<file path="src/rtl/ro_measure_ctrl.sv">
// ro_measure_ctrl: ring-oscillator measurement sequencer.
// Debounces the up/down buttons into a wrap-around oscillator select, then runs
// each measurement as CLEAR -> SETTLE -> GATE -> DRAIN -> LATCH.
// Optional build macro AUTO_SCAN_EN adds scan_en_i, which continuously measures
// and walks the select through the bank.
module ro_measure_ctrl #(
  parameter int unsigned NUM_RO          = 16,
  parameter int unsigned SEL_W           = 4,
  parameter int unsigned DEBOUNCE_CYCLES = 50000,
  parameter int unsigned SETTLE_CYCLES   = 256,
  parameter int unsigned GATE_CYCLES     = 1000000,
  parameter int unsigned CNT_W           = 24
) (
  input  logic             clk,
  input  logic             rst_n,
  input  logic             up_btn_i,
  input  logic             down_btn_i,
  input  logic             start_i,
`ifdef AUTO_SCAN_EN
  input  logic             scan_en_i,
`endif
  output logic [SEL_W-1:0] ro_sel_o,
  output logic             ro_en_o,
  output logic             cnt_clr_o,
  output logic             cnt_gate_o,
  input  logic [CNT_W-1:0] cnt_val_i,
  output logic [CNT_W-1:0] result_o,
  output logic [SEL_W-1:0] result_sel_o,
  output logic             result_valid_o,
  output logic             busy_o
);

  localparam int unsigned DRAIN_CYCLES = 4;
  localparam int unsigned DB_W    = (DEBOUNCE_CYCLES > 1) ? $clog2(DEBOUNCE_CYCLES) : 1;
  localparam int unsigned SG_MAX  = (SETTLE_CYCLES > GATE_CYCLES) ? SETTLE_CYCLES : GATE_CYCLES;
  localparam int unsigned TMR_MAX = (SG_MAX > DRAIN_CYCLES) ? SG_MAX : DRAIN_CYCLES;
  localparam int unsigned TMR_W   = (TMR_MAX > 1) ? $clog2(TMR_MAX) : 1;

  typedef enum logic [2:0] {
    S_IDLE   = 3'd0,
    S_CLEAR  = 3'd1,
    S_SETTLE = 3'd2,
    S_GATE   = 3'd3,
    S_DRAIN  = 3'd4,
    S_LATCH  = 3'd5
  } state_e;

  state_e            state_q;
  logic [TMR_W-1:0]  timer_q;
  logic              ro_en_q;
  logic              cnt_clr_q;
  logic              cnt_gate_q;
  logic              busy_q;
  logic              valid_q;
  logic [CNT_W-1:0]  result_q;
  logic [SEL_W-1:0]  result_sel_q;
  logic [SEL_W-1:0]  sel_q;

  logic              scan_c;
  logic              go_c;
  logic [1:0]        btn_raw_c;
  logic [1:0]        btn_evt_c;
  logic              up_c;
  logic              down_c;
  logic              sel_hold_c;

`ifdef AUTO_SCAN_EN
  assign scan_c = scan_en_i;
`else
  assign scan_c = 1'b0;
`endif

  assign go_c      = (state_q == S_IDLE) & (start_i | scan_c);
  assign btn_raw_c = {down_btn_i, up_btn_i};

  // Per-button synchronizer, debounce filter and press-event generator
  for (genvar b = 0; b < 2; b++) begin : g_db
    logic            sync1_q;
    logic            sync2_q;
    logic            acc_q;
    logic            evt_q;
    logic [DB_W-1:0] cnt_q;

    // Accept a new level only after DEBOUNCE_CYCLES consecutive differing samples
    always_ff @(posedge clk or negedge rst_n) begin
      if (!rst_n) begin
        sync1_q <= 1'b0;
        sync2_q <= 1'b0;
        acc_q   <= 1'b0;
        evt_q   <= 1'b0;
        cnt_q   <= '0;
      end else begin
        sync1_q <= btn_raw_c[b];
        sync2_q <= sync1_q;
        evt_q   <= 1'b0;
        if (sync2_q != acc_q) begin
          if (cnt_q == DB_W'(DEBOUNCE_CYCLES - 1)) begin
            acc_q <= sync2_q;
            evt_q <= sync2_q;
            cnt_q <= '0;
          end else begin
            cnt_q <= cnt_q + DB_W'(1);
          end
        end else begin
          cnt_q <= '0;
        end
      end
    end

    assign btn_evt_c[b] = evt_q;
  end

  assign up_c       = btn_evt_c[0] & ~btn_evt_c[1];
  assign down_c     = btn_evt_c[1] & ~btn_evt_c[0];
  assign sel_hold_c = busy_q | go_c | scan_c;

  function automatic logic [SEL_W-1:0] sel_inc(input logic [SEL_W-1:0] s);
    return (s == SEL_W'(NUM_RO - 1)) ? '0 : s + SEL_W'(1);
  endfunction

  function automatic logic [SEL_W-1:0] sel_dec(input logic [SEL_W-1:0] s);
    return (s == '0) ? SEL_W'(NUM_RO - 1) : s - SEL_W'(1);
  endfunction

  // Oscillator select: buttons when idle, auto-advance after each scan result
  always_ff @(posedge clk or negedge rst_n) begin
    if (!rst_n) begin
      sel_q <= '0;
    end else if ((state_q == S_LATCH) && scan_c) begin
      sel_q <= sel_inc(sel_q);
    end else if (!sel_hold_c) begin
      if (up_c) begin
        sel_q <= sel_inc(sel_q);
      end else if (down_c) begin
        sel_q <= sel_dec(sel_q);
      end
    end
  end

  // Measurement sequencer; outputs are registered alongside the state transition
  always_ff @(posedge clk or negedge rst_n) begin
    if (!rst_n) begin
      state_q      <= S_IDLE;
      timer_q      <= '0;
      ro_en_q      <= 1'b0;
      cnt_clr_q    <= 1'b0;
      cnt_gate_q   <= 1'b0;
      busy_q       <= 1'b0;
      valid_q      <= 1'b0;
      result_q     <= '0;
      result_sel_q <= '0;
    end else begin
      case (state_q)
        S_IDLE: begin
          if (go_c) begin
            state_q   <= S_CLEAR;
            ro_en_q   <= 1'b1;
            cnt_clr_q <= 1'b1;
            busy_q    <= 1'b1;
          end
        end
        S_CLEAR: begin
          state_q   <= S_SETTLE;
          cnt_clr_q <= 1'b0;
          timer_q   <= TMR_W'(SETTLE_CYCLES - 1);
        end
        S_SETTLE: begin
          if (timer_q == '0) begin
            state_q    <= S_GATE;
            cnt_gate_q <= 1'b1;
            timer_q    <= TMR_W'(GATE_CYCLES - 1);
          end else begin
            timer_q <= timer_q - TMR_W'(1);
          end
        end
        S_GATE: begin
          if (timer_q == '0) begin
            state_q    <= S_DRAIN;
            cnt_gate_q <= 1'b0;
            timer_q    <= TMR_W'(DRAIN_CYCLES - 1);
          end else begin
            timer_q <= timer_q - TMR_W'(1);
          end
        end
        S_DRAIN: begin
          if (timer_q == '0) begin
            state_q      <= S_LATCH;
            ro_en_q      <= 1'b0;
            result_q     <= cnt_val_i;
            result_sel_q <= sel_q;
            valid_q      <= 1'b1;
          end else begin
            timer_q <= timer_q - TMR_W'(1);
          end
        end
        S_LATCH: begin
          state_q <= S_IDLE;
          valid_q <= 1'b0;
          busy_q  <= 1'b0;
        end
        default: begin
          state_q    <= S_IDLE;
          ro_en_q    <= 1'b0;
          cnt_clr_q  <= 1'b0;
          cnt_gate_q <= 1'b0;
          busy_q     <= 1'b0;
          valid_q    <= 1'b0;
        end
      endcase
    end
  end

  assign ro_sel_o       = sel_q;
  assign ro_en_o        = ro_en_q;
  assign cnt_clr_o      = cnt_clr_q;
  assign cnt_gate_o     = cnt_gate_q;
  assign result_o       = result_q;
  assign result_sel_o   = result_sel_q;
  assign result_valid_o = valid_q;
  assign busy_o         = busy_q;

endmodule

</file>
<file path="config.mk">
export PLATFORM = sky130hd
export DESIGN_NAME = ro_measure_ctrl
export DESIGN_NICKNAME = d
export VERILOG_FILES = /design/src/rtl/ro_measure_ctrl.sv
export SDC_FILE = /design/constraint.sdc
export NUM_CORES = 1
export LEC_CHECK = 0
export ABC_AREA = 1
export CORE_MARGIN = 2
export CORE_UTILIZATION = 45
export DETAILED_ROUTE_END_ITERATION = 6
export PLACE_DENSITY_LB_ADDON = 0.08
export SETUP_SLACK_MARGIN = 0.4
export SYNTH_ARGS = -nofsm -noshare
export SYNTH_HDL_FRONTEND = slang
export SYNTH_SLANG_ARGS = --single-unit
</file>
<file path="constraint.sdc">
create_clock -name clk -period 1.5 [get_ports clk]
set_input_delay 0.225 -clock clk [delete_from_list [all_inputs] [get_ports clk]]
set_output_delay 0.225 -clock clk [all_outputs]
set_load 0.1 [all_outputs]
</file>
==> results by group, run 1 <==
Worst setup path
  • FF-to-FF Start: timer_q[11]$_DFFE_PN0P_
  • Worst r2r dst: timer_q[17]$_DFFE_PN0P_
  • Crit path from: timer_q[11]$_DFFE_PN0P_
  • Required time worst endpoint: 1.75 ns
  • Startpoint types: flip-flop
  • CP Data Arrival Time: 1.88 ns
  • Crit. End Element: flip-flop
  • Crit Path Class: flip-flop to flip-flop
  • Reg2Reg Setup Slack: -0.13 ns
  • CP max FO: 5
  • End point of the critical path: timer_q[17]$_DFFE_PN0P_
  • Reg2Reg Depth: 8

Yosys
  • Commonest cells post-synth: 173 x nand2_1, 100 x dfrtp_1, 71 x nor2_1
  • Synth Instances: 597
  • YS warnings: 0
  • Synth area leader: dfrtp_1
  • Post-synth EDFFs: 0
  • #FFs+latches synth: 100
  • Synth top area share: 0.5140
  • Syn_nets: ~640
  • Ys async rst share: 1.000
  • Unique masters post-synth: 33
  • Mapped cell area: 4868 sq um
  • Synth area leaders: dfrtp_1 51%, nand2_1 13%, nor2_1 5.5%, inv_1 4.4%, xor2_1 3.6%
  • Ys flop type: dfrtp_1
  • Dominant cell by count in the synthesized netlist: nand2_1
  • Syn_area_per_cell: roughly 8.2 sq um
  • Sequential area share after synthesis: 0.5140

Detailed routing
  • Wirelength, routed: 14.67 mm
  • Total iterations of the first detailed-routing run: 6
  • DR WL/cell: 15.67 um
  • Iteration-0 DRC Markers: 334
  • Antenna viol nets, final: 0
  • # DRC: 0
  • DR vias/cell: 5.175
  • DR vias: a little under 5,000

Final layout
  • Area added between synthesis and finish: 69.49%
  • Antenna Cells: 0
  • Share of cells above drive strength 1: 0.4975
  • Nets@finish: 834
  • Finished Core Util: 0.7922

Floorplanning
  • Die width: 108.0 um
  • CORE AREA: about 10,000 sq um
  • Area of the die: 11,670 sq um
  • Initial Utilization: 0.4674
  • Row Count: 37
  • I/O pin cnt: 66
  • Vert. Die Dim: 108.0 um

Global route
  • Antenna violations before repair: 0
  • Largest net degree at the start of global routing: 36
  • First-pass GRT wire length: 22.29 mm
  • Total Routing Usage GR: 0.2398
  • Total grt overflow: 0
  • Vias in the first global route: 4,773

Clock network
  • CTS sink cnt: 100
  • Clock Latency Late Sink: 0.37 ns
  • Worst-path clk slew: 0.09 ns
  • H-tree depth: 3
  • Max clock buf depth: 2
  • Num CTS Buffers: 9
  • CTS root buf: clkbuf_8
  • CTS tree: done

Timing
  • Crit path time final: 1.633 ns
  • Worst setup margin: -0.1328 ns
  • Max frequency: 612.5 MHz
  • Final setup vio count: 56
  • Final hold slack: 0.2919 ns
  • Final hold vios: 0
  • RSZ-0062 raised after global routing: yes
  • Setup tns final: -3.365 ns
  • Least-Margin Pin Slew: 0.3774 ns
  • Final Cycle Share: 1.089
  • Max Slew Vio Count: 0
  • Worst Skew: between 0.009 and 0.01 ns
  • Relative max-transition margin: 0.7484

Placement
  • RePlAce Congestion: 0.8591
  • Detailed Place HPWL: 9.024 mm
  • Port Buffers: 65

Power
  • Peak supply drop: 1319 uV
  • Leak: 3.819 nW
  • Post-layout power: between 0.007 and 0.008 W
  • Cell Pwr Density: between 800 and 900 nW/um^2

Worst hold path
  • HP Class: primary input to flip-flop

Outcome
  • Outcome: finished with violations
  • Violated checks: setup timing

Job
  • Max-capacitance violation count: 0
## routing by layer
metal  track usage  part of all wire  vias up
met5             0                 0        -
met4       0.07692             0.023        0
met3       0.03797             0.033       30
met2        0.4263              0.54      117
met1        0.2991              0.40     2381
li1              -                 -     2316
## state kept, by name (all words and copies together), names as in the netlist, 2 cells and up
register,count
g_db.cnt_q,32
result_sel_o,4
ro_sel_o,4
timer_q,20
result_o,24
g_db.acc_q,2
state_q,3
g_db.evt_q,2
g_db.sync1_q,2
g_db.sync2_q,2
## cells in the final DEF, fill, tap and decap left out, drive strengths merged
cell type	Yosys	final
a21oi	24	24
a22oi	1	1
a31oi	3	3
and2	1	1
and3	2	2
buf	4	166
bufinv	0	1
clkbuf	3	12
clkdlybuf4s50	0	27
clkinv	0	1
clkinvlp	0	1
dfrtp	100	100
dlygate4sd3	0	1
ha	9	9
inv	62	62
nand2	178	179
nand3	31	31
nand4	12	12
nor2	78	78
nor3	21	21
nor3b	2	2
o21a	1	1
o21ai	37	37
o22ai	1	1
o31ai	1	1
or2	1	1
xnor2	5	5
xor2	20	20
## metrics by stage
step / std cells / setup WS (ns) / instance area, sq um
after global routing: 936 / -0.1980 / 8252
after CTS: 911 / -0.04300 / 7770
after detailed placement: 861 / -0.09554 / 6920
after floorplan: 597 / 0.07745 / 5223
after global placement: 861 / -0.06378 / 6920
final: 936 / -0.1328 / 8252
## report_power, final
group / switching [W] / total (W) / leakage, nW / internal (W)
Clock: 0.000918 / 0.00178 / 0.0991 / 0.000861
Combinational: 0.00128 / 0.00225 / 2.54 / 0.000967
Sequential: 0.000237 / 0.00316 / 1.18 / 0.00292
## critical path, cell delays in order, from the launching register on
cell and delay, ns:
dfrtp_1 0.41, nor2_2 0.16, nand2_2 0.10, nor2_4 0.19, nand4_1 0.19, nand2_2 0.21
nand2_4 0.11, nand3_1 0.10, nand2_1 0.05
## area by class of cell
cell class	instances	area, sq um
clock buffer	12	155.1
clock inverter	3	46.29
fill	666	2165
inverter	62	267.8
multi-input combinational	429	2892
sequential	100	2559
tap	136	170.2
timing repair buffer	194	2162
## cells by family after synthesis
logic type               count (synthesis)  share of synthesized area
AO/OA/AOI/OAI                           68                    0.07248
XOR/XNOR                                25                    0.04498
adder cells (fa/ha/maj)                  9                    0.02313
buffers and inverters                   69                    0.05474
flip-flops                             100                     0.5140
AND/OR/NAND/NOR                        326                     0.2907
## timing repair
item,CTS,global route
hold buffers,1,0
endpoints found under the setup margin,131,133
endpoints found under the hold margin,22,0
pin swaps,45,34
cloned,0,1
gates resized for setup,96,79
buffers inserted,34,24
## worst min path at each step
| stage | start | to | depth (start not counted) |
|---|---|---|---|
| final | down_btn_i | g_db[1].sync1_q$_DFF_PN0_ | 1 |
| after detailed placement | rst_n | g_db[1].cnt_q[8]$_DFF_PN0_ | 1 |
| after floorplan | rst_n | cnt_clr_o$_DFFE_PN0P_ | 0 |
| after CTS | down_btn_i | g_db[1].sync1_q$_DFF_PN0_ | 1 |
| after global routing | up_btn_i | g_db[0].sync1_q$_DFF_PN0_ | 1 |
| after global placement | rst_n | g_db[1].cnt_q[8]$_DFF_PN0_ | 1 |
(Power assumes the default switching activity.)
==> run 2: changes to the inputs <==
--- a/config.mk
+++ b/config.mk
@@ -5,7 +5,6 @@
 export SDC_FILE = /design/constraint.sdc
 export NUM_CORES = 1
 export LEC_CHECK = 0
-export ABC_AREA = 1
 export CORE_MARGIN = 2
 export CORE_UTILIZATION = 45
 export DETAILED_ROUTE_END_ITERATION = 6
==> run 2 against run 1 <==
The flow still finishes with violations (setup timing). Worst setup slack worse by 0.83 ns. Sequential share of layout area is 3.3 points lower. Non-clock buffer count is 64 higher. Sequential power is 14% lower. Clock power is 5% lower. Clock skew is 0.0063 ns higher. First-iteration DRC count is 29% higher. Critical endpoint is now result_o[16]$_DFFE_PN0P_. Largest cell class unchanged.
==> results by group, run 2 <==
Outcome
  • Outcome: finished with violations
  • Violated checks: setup timing

Timing
  • Final hold vios: 0 (unchanged)
  • Least-Margin Pin Slew: 1.066 ns (+0.6881 ns)
  • Relative max-transition margin: 0.2870 (-0.4614)
  • RSZ-0062 raised after global routing: yes
  • Max Slew Vio Count: 0 (unchanged)
  • Worst setup margin: -0.9651 ns (-0.8323 ns)
  • Worst Skew: 0.01562 ns (+0.006340 ns)
  • Final Cycle Share: 1.643 (+0.5549)
  • Setup tns final: -50.07 ns (-46.70 ns)
  • Max frequency: 405.7 MHz (-34%)
  • Crit path time final: 2.465 ns (+0.8323 ns)
  • Final setup vio count: 77 (+38%)

Yosys
  • Commonest cells post-synth: 104 x nand2_1, 100 x dfrtp_1, 57 x nor2_1
  • YS warnings: 0 (unchanged)
  • Syn_area_per_cell: 9.275 sq um (+14%)
  • Unique masters post-synth: 57 (+73%)
  • Syn_nets: 576 (-9.3%)
  • Synth Instances: 538 (-9.9%)
  • #FFs+latches synth: 100 (unchanged)
  • Post-synth EDFFs: 0 (unchanged)
  • Ys flop type: dfrtp_1
  • Ys async rst share: 1.000 (unchanged)
  • Synth top area share: 0.5015 (-0.01250)
  • Synth area leaders: dfrtp_1 50%, nand2_1 7.8%, nor2_1 4.3%, xnor2_1 3.0%, xor2_1 2.8%
  • Mapped cell area: 4990 sq um (+2.5%)
  • Synth area leader: dfrtp_1
  • Sequential area share after synthesis: 0.5015 (-0.01250)
  • Dominant cell by count in the synthesized netlist: nand2_1

Floorplanning
  • Row Count: 38 (+2.7%)
  • CORE AREA: 10,840 sq um (+4.1%)
  • Die width: 109.3 um (+1.2%)
  • I/O pin cnt: 66 (unchanged)
  • Area of the die: 11,950 sq um (+2.4%)
  • Vert. Die Dim: 109.3 um (+1.2%)
  • Initial Utilization: 0.4603 (-0.007092)

Worst setup path
  • Required time worst endpoint: 1.79 ns (+0.04 ns)
  • Crit Path Class: flip-flop to flip-flop
  • Crit. End Element: flip-flop
  • CP max FO: 8 (+3)
  • Startpoint types: flip-flop
  • CP Data Arrival Time: 2.76 ns (+0.88 ns)

Clock network
  • Clock Latency Late Sink: 0.41 ns (+0.04 ns)
  • Max clock buf depth: 2 (unchanged)
  • CTS tree: done
  • CTS root buf: clkbuf_8
  • H-tree depth: 3 (unchanged)
  • Worst-path clk slew: 0.10 ns (about the same)
  • CTS sink cnt: 100 (unchanged)
  • Num CTS Buffers: 9 (unchanged)

Power
  • Leak: 3.915 nW (+2.5%)
  • NetSw: 0.001164 W (-52%)
  • Peak supply drop: 551.2 uV (-58%)
  • Clock power share: 0.358 (+0.110)
  • Cell Pwr Density: 509.8 nW/um^2 (-41%)
  • Seq pwr share: 0.578 (+0.139)
  • Sw frac: 0.2465 (-0.09292)
  • Internal Dissipation: 0.003558 W (-25%)
  • Comb power frac: 0.063 (-0.250)

Global route
  • Vias in the first global route: 5,004 (+4.8%)
  • Total Routing Usage GR: 0.2716 (+0.03180)
  • Largest net degree at the start of global routing: 35 (-2.8%)
  • Antenna violations before repair: 0 (unchanged)
  • First-pass GRT wire length: 25.07 mm (+12%)
  • Total grt overflow: 0 (unchanged)

Final layout
  • # fillers: 533 (-20%)
  • Nets@finish: 825 (-1.1%)
  • Area added between synthesis and finish: 85.61%
  • Most frequent cells in the layout: 141 x buf_4, 57 x dfrtp_1, 54 x nand2_1
  • Share of cells above drive strength 1: 0.6048 (+0.1073)
  • Design Area, Final: 9261 sq um (+12%)
  • Biggest register: g_db.cnt_q
  • Most common cell after layout, fill and taps aside: buf_4
  • Antenna Cells: 0 (unchanged)
  • Largest register FFs: 32 (unchanged)

Detailed routing
  • Wirelength, routed: 18.82 mm (+28%)
  • Total iterations of the first detailed-routing run: 5 (-1)
  • DR vias/cell: 5.678 (+9.7%)
  • Antenna viol nets, final: 0 (unchanged)
  • Iteration-0 DRC Markers: 431 (+29%)
  • DR WL/cell: 20.20 um (+29%)
  • # DRC: 0 (unchanged)
  • DR vias: 5,292 (+9.2%)

Worst hold path
  • HP Class: primary input to async pin

Job
  • Max-capacitance violation count: 0 (unchanged)

Placement
  • Detailed Place HPWL: 9.466 mm (+4.9%)
  • Dpl cell area: 7107 sq um (+2.7%)
  • Port Buffers: 65 (unchanged)
  • RePlAce Congestion: 0.9983 (+16%)
[run 2: routing by layer]
metal	up-vias	routed length, um	track usage
met5	-	0	0
met4	0	651	0.1058
met3	66	1110	0.05691
met2	212	9753	0.4406
met1	2633	7308	0.3583
li1	2381	-	-
[run 2: critical path, cell delays in order, from the launching register on]
cell,delay (ns)
dfrtp_1,0.39
inv_2,0.08
ha_4,0.13
or4b_4,0.46
buf_6,0.15
buf_12,0.12
nor4_4,0.18
buf_4,0.18
nand3_4,0.17
buf_6,0.21
buf_12,0.14
nand2_2,0.07
nand2_1,0.06
[run 2: through the flow]
stage	power [W]	worst slack, ns	util	std cells	hold WS (ns)
floorplan	0.002820	-0.9632	-	538	-0.07059
global placement	0.002976	-0.8701	0.6556	820	0.1227
detailed placement	0.002981	-0.9236	0.6556	820	0.1254
CTS	0.004668	-0.8600	0.7808	896	0.2373
global route	0.004866	-1.088	0.8543	932	0.2508
finish	0.004721	-0.9651	0.8543	932	0.2402
[run 2: final timing paths]
check | start | end | slack (ns) | cells after the start
worst max-delay path | timer_q[1]$_DFFE_PN0P_ | result_o[16]$_DFFE_PN0P_ | -0.97 | 12
worst min-delay path | rst_n | result_o[22]$_DFFE_PN0P_ | 0.24 | 2
worst max register to register | timer_q[1]$_DFFE_PN0P_ | result_o[16]$_DFFE_PN0P_ | -0.97 | 12
worst min register to register | g_db[0].sync1_q$_DFF_PN0_ | g_db[0].sync2_q$_DFF_PN0_ | 0.36 | 0
max in group asynchronous | rst_n | g_db[0].cnt_q[10]$_DFF_PN0_ | 0.61 | 3
min in group clk | down_btn_i | g_db[1].sync1_q$_DFF_PN0_ | 0.25 | 1
[run 2: power groups by stage]
| stage | registers, W | clock network [W] | logic (W) |
|---|---|---|---|
| floorplan | 0.00278 | 0 | 0.0000423 |
| global placement | 0.00278 | 0 | 0.000200 |
| detailed placement | 0.00278 | 0 | 0.000203 |
| CTS | 0.00272 | 0.00168 | 0.000263 |
| global route | 0.00273 | 0.00181 | 0.000324 |
| finish | 0.00273 | 0.00169 | 0.000299 |
[run 2: timing repair]
item | in CTS | in global routing
pin swaps | 71 | 54
hold buffers | 1 | 0
endpoints found under the hold margin | 24 | 0
gates cloned | 4 | 2
setup endpoints to repair | 133 | 133
buffers inserted | 55 | 34
resized for setup | 146 | 117
[run 2: final cells by class]
cell class / instances / area [sq um] / share of cell area
clock inverters: 3 / 21.27 / 0.002297
inverters: 17 / 78.83 / 0.008511
repair buffers: 258 / 2808 / 0.3032
clock buffers: 13 / 158.9 / 0.01716
multi-input cells: 401 / 3456 / 0.3731
flip-flops and latches: 100 / 2564 / 0.2768
well taps: 140 / 175.2 / 0.01891
[run 2: cell families after synthesis]
family	count (synthesis)	share of synthesized area
mux	4	0.008525
flops	100	0.5015
fa+ha+maj	9	0.02257
compound gates	84	0.1136
buf+inv	39	0.03435
simple gates	269	0.2615
xor+xnor	33	0.05792
==> run 3: changes to the inputs <==
--- a/config.mk
+++ b/config.mk
@@ -10,6 +10,7 @@
 export DETAILED_ROUTE_END_ITERATION = 6
 export PLACE_DENSITY_LB_ADDON = 0.08
 export SETUP_SLACK_MARGIN = 0.4
+export SLEW_MARGIN = 40
 export SYNTH_ARGS = -nofsm -noshare
 export SYNTH_HDL_FRONTEND = slang
 export SYNTH_SLANG_ARGS = --single-unit
==> run 3 against run 2 <==
The run still ends with setup timing left. Register-to-register slack is essentially flat. Critical path depth did not move. Via count decreased by 1.5%. Worst setup slack got worse by 0.0015 ns. Wire length shrank 2.7%. Combinational power hardly changed. Die area unchanged. Critical path type unchanged. Largest power group unchanged. Highest routed layer unchanged.
==> results by group, run 3 (synthesis gave the netlist of run 2 again) <==
Clock network
  • CTS root buf: clkbuf_8
  • Num CTS Buffers: 9 (unchanged)
  • CTS tree: done
  • Worst-path clk slew: 0.10 ns (about the same)
  • Max clock buf depth: 2 (unchanged)
  • CTS sink cnt: 100 (unchanged)
  • H-tree depth: 3 (unchanged)
  • Clock Latency Late Sink: 0.40 ns (about the same)

Power
  • Internal Dissipation: 0.003560 W (about the same)
  • Comb power frac: 0.063 (about the same)
  • Seq pwr share: 0.580 (+0.002)
  • NetSw: 0.001146 W (-1.5%)
  • Peak supply drop: 537.3 uV (-2.5%)
  • Cell Pwr Density: 508.8 nW/um^2 (-0.19%)
  • Clock power share: 0.356 (-0.002)
  • Leak: 3.917 nW (about the same)
  • Sw frac: 0.2435 (-0.002993)

Worst hold path
  • HP Class: primary input to async pin

Timing
  • Least-Margin Pin Slew: 0.8153 ns (-0.2502 ns)
  • Max frequency: 405.4 MHz (about the same)
  • Final setup vio count: 79 (+2.6%)
  • Worst setup margin: -0.9666 ns (-0.001542 ns)
  • Relative max-transition margin: 0.4514 (+0.1644)
  • Final hold slack: 0.2479 ns (+0.007691 ns)
  • Crit path time final: 2.467 ns (+0.001542 ns)
  • Final Cycle Share: 1.644 (about the same)
  • RSZ-0062 raised after global routing: yes
  • Final hold vios: 0 (unchanged)
  • Worst Skew: 0.01589 ns (+0.0002708 ns)
  • Max Slew Vio Count: 0 (unchanged)

Final layout
  • Most common cell after layout, fill and taps aside: buf_4
  • Design Area, Final: 9248 sq um (-0.15%)
  • Largest register FFs: 32 (unchanged)
  • Nets@finish: 826 (+0.12%)
  • Biggest register: g_db.cnt_q
  • Share of cells above drive strength 1: 0.6040 (-0.0007627)
  • # fillers: 534 (+0.19%)
  • Antenna Cells: 0 (unchanged)
  • Area added between synthesis and finish: 85.33%
  • Most frequent cells in the layout: 142 x buf_4, 57 x dfrtp_1, 55 x nand2_1

Detailed routing
  • Total iterations of the first detailed-routing run: 5 (unchanged)
  • Wirelength, routed: 18.32 mm (-2.7%)
  • # DRC: 0 (unchanged)
  • DR vias/cell: 5.589 (-1.6%)
  • DR vias: 5,215 (-1.5%)
  • DR WL/cell: 19.63 um (-2.8%)
  • Iteration-0 DRC Markers: 379 (-12%)
  • Antenna viol nets, final: 0 (unchanged)

Worst setup path
  • CP Data Arrival Time: 2.74 ns (-0.02 ns)
  • CP top delay family: simple AND/OR/NAND/NOR gates
  • Crit Path Class: flip-flop to flip-flop
  • Crit path top cell by count: buf_12
  • Required time worst endpoint: 1.78 ns (about the same)
  • Startpoint types: flip-flop
  • CP max stage delay: 0.46 ns (about the same)
  • CP max FO: 7 (-1)
  • CP Cell Sequence: inv_2, ha_4, or4b_4, buf_6, buf_12, nor4_4, buf_4, nand3_4, buf_12, buf_16, nand2_2, nand2_1
  • Crit. End Element: flip-flop
  • Buf+Inv Stages, Crit Path: 6 (unchanged)
  • CP max-delay cell: or4b_4

Global route
  • Total grt overflow: 0 (unchanged)
  • Total Routing Usage GR: 0.2716 (unchanged)
  • Largest net degree at the start of global routing: 35 (unchanged)
  • First-pass GRT wire length: 25.07 mm (unchanged)
  • Antenna violations before repair: 0 (unchanged)
  • Vias in the first global route: 5,004 (unchanged)

Placement
  • RePlAce Congestion: 0.9983 (unchanged)
  • Detailed Place HPWL: 9.466 mm (unchanged)
  • Dpl cell area: 7107 sq um (unchanged)
  • Dpl ws: -0.9236 ns (unchanged)
  • Port Buffers: 65 (unchanged)

Floorplanning
  • I/O pin cnt: 66 (unchanged)
  • Area of the die: 11,950 sq um (unchanged)
  • Vert. Die Dim: 109.3 um (unchanged)
  • Row Count: 38 (unchanged)
  • Die width: 109.3 um (unchanged)
  • Initial Utilization: 0.4603 (unchanged)
  • CORE AREA: 10,840 sq um (unchanged)

Outcome
  • Outcome: finished with violations
  • Violated checks: setup timing

Job
  • Max-capacitance violation count: 0 (unchanged)
[run 3: final cells by class]
class,instances,area (sq um),share of cell area
clock inverters,3,21.27,0.002300
multi-input cells,401,3435,0.3714
inverters,17,78.83,0.008524
flip-flops and latches,100,2564,0.2772
well taps,140,175.2,0.01894
repair buffers,259,2815,0.3044
clock buffers,13,158.9,0.01718
[run 3: repair_timing]
| action | CTS | global route |
|---|---|---|
| endpoints found under the hold margin | 24 | 0 |
| setup endpoints to repair | 133 | 133 |
| gates cloned | 4 | 2 |
| buffers inserted | 55 | 35 |
| hold buffers | 1 | 0 |
| pin swaps | 71 | 55 |
| resized for setup | 146 | 112 |
[run 3: power groups by stage]
stage                     clock (W)  combinational (W)  sequential [W]
after floorplan                   0          0.0000423         0.00278
after global placement            0           0.000200         0.00278
after detailed placement          0           0.000203         0.00278
after CTS                   0.00168           0.000263         0.00272
after global routing        0.00180           0.000323         0.00273
final                       0.00168           0.000298         0.00273
[run 3: final timing paths]
| path | startpoint | to | slack (ns) | cells past startpoint |
|---|---|---|---|---|
| setup / recovery | timer_q[1]$_DFFE_PN0P_ | result_o[11]$_DFFE_PN0P_ | -0.97 | 12 |
| hold / removal | rst_n | result_o[18]$_DFFE_PN0P_ | 0.25 | 2 |
| setup reg to reg | timer_q[1]$_DFFE_PN0P_ | result_o[11]$_DFFE_PN0P_ | -0.97 | 12 |
| hold reg to reg | g_db[0].sync1_q$_DFF_PN0_ | g_db[0].sync2_q$_DFF_PN0_ | 0.36 | 0 |
| max in group asynchronous | rst_n | busy_o$_DFFE_PN0P_ | 0.60 | 3 |
| min in group clk | down_btn_i | g_db[1].sync1_q$_DFF_PN0_ | 0.25 | 1 |
[run 3: routing by layer]
metal  track usage  vias to the layer above  routed length (um)
li1              -                     2386                   -
met1        0.3583                     2606                7420
met2        0.4406                      171                9433
met3       0.05691                       52                 864
met4        0.1058                        0                 599
met5             0                        -                   0
[run 3: per-stage QoR]
step	util	total power (W)	TNS (ns)	cells
2_1_floorplan	-	0.002820	-40.09	538
3_3_place_gp	0.6556	0.002976	-43.38	820
3_5_place_dp	0.6556	0.002981	-44.19	820
4_1_cts	0.7808	0.004668	-43.23	896
5_1_grt	0.8531	0.004858	-58.30	933
6_report	0.8531	0.004705	-51.66	933
